$ cat src/rtl/clock_divider_pkg.sv
// Shared types and constants for the multi-channel clock divider.
package clock_divider_pkg;

    // Per-channel operating state.
    typedef enum logic [1:0] {
        ST_IDLE      = 2'd0,
        ST_RUN       = 2'd1,
        ST_STOP_PEND = 2'd2
    } ch_state_t;

    // Smallest usable divide ratio; anything below it is clamped up.
    localparam int MIN_DIV = 2;

endpackage

$ cat src/rtl/clock_divider_ch.sv
// One divided-clock channel: counter, active divisor, deferred reload
// and a glitch-free stop that always finishes the current high phase.
module clock_divider_ch
    import clock_divider_pkg::*;
#(
    parameter int DIV_W = 8
) (
    input  logic             clk,
    input  logic             rst_n,
    input  logic             enable,
    input  logic [DIV_W-1:0] div,
    input  logic             load,
    output logic             clk_out,
    output logic             tick,
    output logic             busy
);

    ch_state_t        state_reg, state_next;
    logic [DIV_W-1:0] cnt_reg, cnt_next;
    logic [DIV_W-1:0] div_act_reg, div_act_next;
    logic             pending_reg, pending_next;
    logic             clk_out_reg, clk_out_next;
    logic             tick_reg, tick_next;
    logic             busy_reg, busy_next;

    logic [DIV_W-1:0] div_clamped;
    logic [DIV_W:0]   half_next;
    logic             wrap;

    // Clamp the requested ratio so a channel never runs faster than clk/2.
    always_comb begin
        div_clamped = div;
        if (div < DIV_W'(MIN_DIV)) begin
            div_clamped = DIV_W'(MIN_DIV);
        end
    end

    assign wrap = (cnt_reg == (div_act_reg - DIV_W'(1)));

    // Next-state logic; RUN and STOP_PEND count identically, and a stop is
    // only taken once the output is already low so no phase is shortened.
    always_comb begin
        state_next   = state_reg;
        cnt_next     = cnt_reg;
        div_act_next = div_act_reg;
        pending_next = pending_reg;
        tick_next    = 1'b0;
        case (state_reg)
            ST_IDLE: begin
                cnt_next     = '0;
                pending_next = 1'b0;
                if (enable) begin
                    state_next   = ST_RUN;
                    div_act_next = div_clamped;
                    tick_next    = 1'b1;
                end
            end
            ST_RUN, ST_STOP_PEND: begin
                if (load) begin
                    pending_next = 1'b1;
                end
                if (!enable && !clk_out_reg) begin
                    state_next   = ST_IDLE;
                    cnt_next     = '0;
                    pending_next = 1'b0;
                end else begin
                    state_next = enable ? ST_RUN : ST_STOP_PEND;
                    if (wrap) begin
                        cnt_next  = '0;
                        tick_next = 1'b1;
                        if (pending_reg || load) begin
                            div_act_next = div_clamped;
                            pending_next = 1'b0;
                        end
                    end else begin
                        cnt_next = cnt_reg + DIV_W'(1);
                    end
                end
            end
            default: begin
                state_next   = ST_IDLE;
                cnt_next     = '0;
                pending_next = 1'b0;
            end
        endcase
    end

    // Registered outputs are derived from the next state so they line up
    // with the counter value they describe.
    always_comb begin
        half_next    = ({1'b0, div_act_next} + (DIV_W+1)'(1)) >> 1;
        busy_next    = (state_next != ST_IDLE);
        clk_out_next = busy_next && ({1'b0, cnt_next} < half_next);
    end

    // State and output registers with asynchronous active-low clear.
    always_ff @(posedge clk or negedge rst_n) begin
        if (!rst_n) begin
            state_reg   <= ST_IDLE;
            cnt_reg     <= '0;
            div_act_reg <= DIV_W'(MIN_DIV);
            pending_reg <= 1'b0;
            clk_out_reg <= 1'b0;
            tick_reg    <= 1'b0;
            busy_reg    <= 1'b0;
        end else begin
            state_reg   <= state_next;
            cnt_reg     <= cnt_next;
            div_act_reg <= div_act_next;
            pending_reg <= pending_next;
            clk_out_reg <= clk_out_next;
            tick_reg    <= tick_next;
            busy_reg    <= busy_next;
        end
    end

    assign clk_out = clk_out_reg;
    assign tick    = tick_reg;
    assign busy    = busy_reg;

endmodule

$ cat src/rtl/clock_divider.sv
// Multi-channel clock divider: NUM_CH independent channels sharing LOAD.
module clock_divider
    import clock_divider_pkg::*;
#(
    parameter int NUM_CH = 2,
    parameter int DIV_W  = 8
) (
    input  logic                    CLOCK,
    input  logic                    RESET_N,
    input  logic [NUM_CH-1:0]       ENABLE,
    input  logic [NUM_CH*DIV_W-1:0] DIV,
    input  logic                    LOAD,
    output logic [NUM_CH-1:0]       CLK_OUT,
    output logic [NUM_CH-1:0]       TICK,
    output logic [NUM_CH-1:0]       BUSY
);

    // One channel per divided clock, each with its own ratio slice.
    generate
        for (genvar gi = 0; gi < NUM_CH; gi++) begin : g_ch
            clock_divider_ch #(
                .DIV_W (DIV_W)
            ) u_ch (
                .clk     (CLOCK),
                .rst_n   (RESET_N),
                .enable  (ENABLE[gi]),
                .div     (DIV[gi*DIV_W +: DIV_W]),
                .load    (LOAD),
                .clk_out (CLK_OUT[gi]),
                .tick    (TICK[gi]),
                .busy    (BUSY[gi])
            );
        end
    endgenerate

endmodule

$ cat config.mk
export PLATFORM = sky130hd
export DESIGN_NAME = clock_divider
export DESIGN_NICKNAME = d
export VERILOG_FILES = /design/src/rtl/clock_divider_pkg.sv /design/src/rtl/clock_divider_ch.sv /design/src/rtl/clock_divider.sv
export SDC_FILE = /design/constraint.sdc
export NUM_CORES = 1
export LEC_CHECK = 0
export BUFFER_PORTS_ARGS = -buffer_cell sky130_fd_sc_hd__buf_4
export CELL_PAD_IN_SITES_DETAIL_PLACEMENT = 0
export CELL_PAD_IN_SITES_GLOBAL_PLACEMENT = 1
export CORE_MARGIN = 4
export CORE_UTILIZATION = 33
export CTS_CLUSTER_DIAMETER = 60
export CTS_CLUSTER_SIZE = 40
export DETAILED_ROUTE_END_ITERATION = 10
export GPL_TIMING_DRIVEN = 0
export PLACE_DENSITY_LB_ADDON = 0.12
export SLEW_MARGIN = 20
export SYNTH_ARGS = -nofsm -noshare
export SYNTH_HDL_FRONTEND = slang
export SYNTH_SLANG_ARGS = --single-unit
$ cat constraint.sdc
create_clock -name CLOCK -period 6.7 [get_ports CLOCK]
set_clock_uncertainty 0.2 [all_clocks]
set_input_delay 2.01 -clock CLOCK [delete_from_list [all_inputs] [get_ports CLOCK]]
set_output_delay 2.01 -clock CLOCK [all_outputs]
set_load 0.01 [all_outputs]
### Word level (Yosys, flattened, before mapping)

Index checks and enable logic that the tools add are counted.

| operators by class | value |
|---|---|
| reductions and logical operators | 16 |
| multiplexer cells | 44 |
| equality and inequality tests | 6 |
| $lt $le $gt $ge | 4 |
| shift operators | 0 |
| bitwise gates (word level) | 0 |
| $mul | 0 |
| divide/modulo/power cells | 0 |
| add/sub/neg operators | 6 |

Operators by type and width:

| operator | number |
|---|---|
| 8-bit two-way mux | 16 |
| 8-bit case mux with 2 select lines | 2 |
| 8-bit by 1-bit adder with 9-bit output, second input constant | 2 |
| 8-bit by 1-bit adder with 8-bit output, second input constant | 2 |
| 8-bit equality test | 2 |
| 8-bit by 2-bit less-than comparator with 1-bit output, second input constant | 2 |
| 8-bit less-than comparator | 2 |
| 1-bit two-way mux | 16 |
| 8-bit by 1-bit subtractor with 8-bit output, second input constant | 2 |
| 2-bit two-way mux | 6 |
| 2-bit case mux with 2 select lines | 2 |
| 2-bit by 1-bit equality test with 1-bit output, second input constant | 2 |
| 2-bit equality test, second input constant | 2 |
| 1-bit logical AND | 4 |
| 1-bit zero test | 4 |
| 2-bit zero test | 2 |
| 1-bit case mux with 2 select lines | 2 |
| 2-bit nonzero test | 2 |
| 2-bit OR reduction | 2 |
| 1-bit logical OR | 2 |

| word-level totals | value |
|---|---|
| memory bits (writable) | 0 |
| bits of input ports | 21 |
| latch bits | 0 |
| flip-flop bits (word level) | 44 |
| memories | 0 |
| memory bits (read-only) | 0 |
| word-level logic and storage cells | 90 |

### Logic depth before layout (Yosys ltp)

| depth | value |
|---|---|
| depth in word-level cells | 9 |
| mapped depth | 20 |
| gate-level depth less buffers | 19 |

### By module

Synthesis repeated with hierarchy kept, for this count alone.

| second synthesis, totals | value |
|---|---|
| cell total of the unflattened synthesis | 354 |
| area total of the unflattened synthesis | 3,349.5 um^2 |

By module, submodules not included:

| module | area each (um^2) | cells an instance | instances | seq. area each (um^2) |
|---|---|---|---|---|
| clock_divider_ch (g_ch[0].u_ch) | 1,706.6 | 180 | 1 | 551.8 |
| clock_divider_ch (g_ch[1].u_ch) | 1,642.8 | 174 | 1 | 551.8 |

### Least setup slack after synthesis

OpenSTA, ideal clock, no wires.

| path | value |
|---|---|
| kind | in2reg |
| from | input port DIV[4] |
| to | register g_ch[0].u_ch.clk_out_reg |
| stages | 14 |
| setup slack | 1,965 ps |
| arrival | 4,446 ps |
| data required time | 6,412 ps |
| cell sequence | or4_1 -> nor4_1 -> nor3b_1 -> a32oi_1 -> and3b_1 -> inv_1 -> ha_1 -> nor2b_1 -> nand2_1 -> xor2_1 -> ha_1 -> o211ai_1 -> o21ai_0 -> a41oi_1 |

| on the way | value |
|---|---|
| longest elaborated chain between the ends | 9 |
| elaborated cells on any way between the ends | 10 |
| classes of those cells | add/sub (1); order compare (2); mux (6); reduce/logical (1) |

Ends and longest elaborated chain:

| item | RTL line | text |
|---|---|---|
| start, declared | clock_divider.sv:11 | `input logic [NUM_CH*DIV_W-1:0] DIV,` |
| 8-bit by 2-bit less-than comparator with 1-bit output (*) | clock_divider_ch.sv:33 | `if (div < DIV_W'(MIN_DIV)) begin` |
| 8-bit two-way mux (*) | clock_divider_ch.sv:33 |  |
| 8-bit two-way mux | clock_divider_ch.sv:71 | `if (pending_reg \|\| load) begin` |
| 8-bit two-way mux | clock_divider_ch.sv:68 | `if (wrap) begin` |
| 8-bit two-way mux | clock_divider_ch.sv:62 | `if (!enable && !clk_out_reg) begin` |
| 8-bit case mux with 2 select lines (*) | clock_divider_ch.sv:48 | `case (state_reg)` |
| via g_ch[0].u_ch.div_act_next[0] | clock_divider_ch.sv:20 | `logic [DIV_W-1:0] div_act_reg, div_act_next;` |
| 8-bit by 1-bit adder with 9-bit output (*) | clock_divider_ch.sv:91 | `half_next = ({1'b0, div_act_next} + (DIV_W+1)'(1)) >> 1;` |
| 8-bit less-than comparator (*) | clock_divider_ch.sv:93 | `clk_out_next = busy_next && ({1'b0, cnt_next} < half_next);` |
| 1-bit logical AND (*) | clock_divider_ch.sv:93 |  |
| via g_ch[0].u_ch.clk_out_next | clock_divider_ch.sv:22 | `logic clk_out_reg, clk_out_next;` |
| end signal, assigned | clock_divider_ch.sv:111 | `clk_out_reg <= clk_out_next;` |
| end, declared | clock_divider_ch.sv:22 |  |

Mark *: on every way through the listed nets, which the timed path passes. The rest lies on a longest branch.

### Worst setup path after layout

| path | value |
|---|---|
| from | input port LOAD |
| to | register g_ch[0].u_ch.clk_out_reg |

| on the way | value |
|---|---|
| longest elaborated chain between the ends | 8 |

Ends and longest elaborated chain:

| item | RTL line | text |
|---|---|---|
| start, declared | clock_divider.sv:12 | `input logic LOAD,` |
| 1-bit logical OR | clock_divider_ch.sv:71 |  |
| 8-bit two-way mux | clock_divider_ch.sv:71 |  |
| 8-bit two-way mux | clock_divider_ch.sv:68 |  |
| 8-bit two-way mux | clock_divider_ch.sv:62 |  |
| 8-bit case mux with 2 select lines | clock_divider_ch.sv:48 |  |
| 8-bit by 1-bit adder with 9-bit output | clock_divider_ch.sv:91 |  |
| 8-bit less-than comparator | clock_divider_ch.sv:93 |  |
| 1-bit logical AND | clock_divider_ch.sv:93 |  |
| via g_ch[0].u_ch.clk_out_next | clock_divider_ch.sv:22 |  |

The timed path passes the listed nets, and every way through them passes these cells.

==> flow_metrics.env <==
export IMPL_setup_viol=0
export IMPL_critPathMaxFanout=9
export IMPL_cp_top_family="compound AO/OA/AOI/OAI gates"
export IMPL_layout_common_cells="dfrtp_1, nor2_1, buf_4, nand2_1"
export IMPL_cts_tree="done"
export IMPL_dr_pass1_iters=4
export IMPL_yosys_warnings=0
export IMPL_initial_core_util_pct=34.2
export IMPL_cts_buffer_depth=2
export IMPL_crit_top_cell="a21oi_1"
export IMPL_cts_htree_levels=2
export IMPL_die_area_mm2=0.0119
export IMPL_place_gp_congestion=0.767
export IMPL_criticalPathCategory="in2reg"
export IMPL_route_vias_total=2963
export IMPL_drv_cap=0
export IMPL_powerDensity_mw_per_mm2=470
export IMPL_synthCells=390
export IMPL_wirelength_mm=8.78
export IMPL_grt_pass1_vias=2967
export IMPL_period_share_pct=76.9
export IMPL_clkLatencyLatePin_ns=0.30
export IMPL_die_h_um=109
export IMPL_whs_path_depth=2
export IMPL_ctsRootBufferMaster="clkbuf_8"
export IMPL_p_leak_nw=1.74
export IMPL_ioPinCount=27
export IMPL_diodes=0
export IMPL_cts_hold_buf=0
export IMPL_final_hold_violation_count=0
export IMPL_worst_endpoint_required_ns=6.72
export IMPL_cts_setup_buffers=0
export IMPL_rsz0062_at_grt="no"
export IMPL_final_common_cell="dfrtp_1"
export IMPL_overflow=0
export IMPL_worst_setup_path_end_kind="register"
export IMPL_relSlewSlack_pct=25.8
export IMPL_numCtsBuffers=5
export IMPL_final_nets=468
export IMPL_ys_seq_area_share_pct=32.7
export IMPL_vias_per_cell=5.32
export IMPL_antenna_found_initial=0
export IMPL_synth_seq_cells=44
export IMPL_hold_class="reg2reg"
export IMPL_grt_pass1_wl_mm=14.9
export IMPL_fin_hold_ws_ns=0.316
export IMPL_cts_resized=0
export IMPL_grt_usage_pct=15.8
export IMPL_reg2regPathDepth=18
export IMPL_cp_num_cells=13
export IMPL_yosys_most_used_dff="dfrtp_1"
export IMPL_hpwlAfterDp_mm=6.70
export IMPL_core_rowCount=36
export IMPL_ys_types=62
export IMPL_status="finished, final reports clean"
export IMPL_grt_max_degree=45
export IMPL_cp_start_kind="input port"
export IMPL_cp_arrival_ns=5.17
export IMPL_routedWlPerCell_um=15.8
export IMPL_clock_fmax_ghz=0.194
export IMPL_die_w_um=109
export IMPL_synth_enable_flop_cells=0
export IMPL_path_cells="buf_4 -> o22ai_1 -> nor3_1 -> a21oi_1 -> a22oi_1 -> a211oi_1 -> nand3_1 -> xor2_1 -> ha_1 -> a21o_1 -> a21oi_1 -> nand2_1 -> a41oi_1"
export IMPL_path_buf_inv=1
export IMPL_detail_route_antenna_nets=0
export IMPL_min_period_ns=5.15
export IMPL_drive_above_1_share_pct=13.0
export IMPL_cp_slowest_stage_delay_ns=0.60
export IMPL_crit_slowest_cell="a21oi_1"
export IMPL_setup_tns_ns=0
export IMPL_syn_nets=435
export IMPL_cts_sinks=44
export IMPL_coreArea_mm2=0.00986
export IMPL_first_iter_violations=142
export IMPL_ir_drop_uv=187
export IMPL_drc_errors=0
export IMPL_postSynthAreaPerCell_um2=8.66
export IMPL_port_buffers=26
export IMPL_syn_area_mm2=0.00338
export IMPL_area_delta_synth_final_pct=15.4
export IMPL_async_flop_share_pct=100
export IMPL_clkTransAtPathRegs_ns=0.09
export IMPL_drv_slew=0
export IMPL_tightest_slew_ns=1.08
-- stage by stage --
step | power, mW | instances | util [%] | area [um^2] | setup WS [ns]
floorplan | 1.25 | 390 | - | 3380 | 1.97
global placement | 1.55 | 549 | 37.9 | 3740 | 1.15
detailed placement | 1.56 | 549 | 37.9 | 3740 | 1.18
CTS | 1.86 | 557 | 39.5 | 3900 | 1.50
global route | 2.02 | 557 | 39.5 | 3900 | 1.13
finish | 1.83 | 557 | 39.5 | 3900 | 1.55
-- power by group --
part	total, mW	switching (mW)	internal (mW)
combinational	1.10	0.651	0.449
sequential	0.445	0.0856	0.359
clock	0.287	0.100	0.187
total	1.83	0.837	0.994
-- final cells by class --
type | count | area (um^2)
buffer | 27 | 133
clock buffer | 5 | 68.8
clock inverter | 3 | 90.1
fill | 1029 | 5970
inverter | 21 | 78.8
multi-input combinational | 298 | 2060
sequential | 44 | 1100
tap | 133 | 166
timing repair buffer | 26 | 195
-- worst paths after layout --
check	from	endpoint	slack, ns
max in group asynchronous	RESET_N	g_ch[0].u_ch.cnt_reg[0]	4.39
max reg2reg	g_ch[0].u_ch.div_act_reg[0]	g_ch[0].u_ch.clk_out	1.64
min reg2reg	g_ch[1].u_ch.pending_reg	g_ch[1].u_ch.pending_reg	0.32
max	LOAD	g_ch[0].u_ch.clk_out	1.55
min in group asynchronous	RESET_N	g_ch[1].u_ch.div_act_reg[7]	1.50
min	g_ch[1].u_ch.pending_reg	g_ch[1].u_ch.pending_reg	0.32
-- cell families (layout without fill, tap and decap cells) --
family | after synthesis | after routing | synth area share, %
multiplexers | 4 | 4 | 1.33
XOR/XNOR | 41 | 41 | 10.6
flip-flops | 44 | 44 | 32.7
AO/OA/AOI/OAI | 82 | 82 | 17.4
buffers and inverters | 48 | 82 | 6.26
AND/OR/NAND/NOR | 147 | 147 | 22.8
adder cells (fa/ha/maj) | 24 | 24 | 8.89
-- cells in the mapped netlist, types with 4 or more instances --
library cell,n,area [um^2]
a21oi_1,13,65.1
dfrtp_1,42,1050
nand2_1,27,101
inv_1,21,78.8
o211ai_1,4,30.0
clkbuf_1,19,71.3
and3_1,5,31.3
a21o_1,4,30.0
nor3_1,7,35.0
buf_4,6,45.0
nor2_1,36,135
and2_1,4,25.0
nand3_1,26,130
ha_1,24,300
o21ai_0,15,75.1
a22oi_1,4,30.0
nand2b_1,6,37.5
or2_2,4,25.0
a31oi_1,6,37.5
nor4_1,7,43.8
xnor2_1,15,131
a222oi_1,4,40.0
xor2_1,26,228
-- tightest hold or removal path, delay by kind of cell (launching register included) --
family        cells  cell delay (ns)
flops             1             0.36
simple gates      2             0.13
-- metal layers --
layer / track usage [%] / wire (um)
met1: 20.2 / 3930
met2: 28.6 / 4580
met3: 2.31 / 213
met4: 2.94 / 60
met5: 0 / 0
Note: power is estimated with default switching activity, not from simulation.
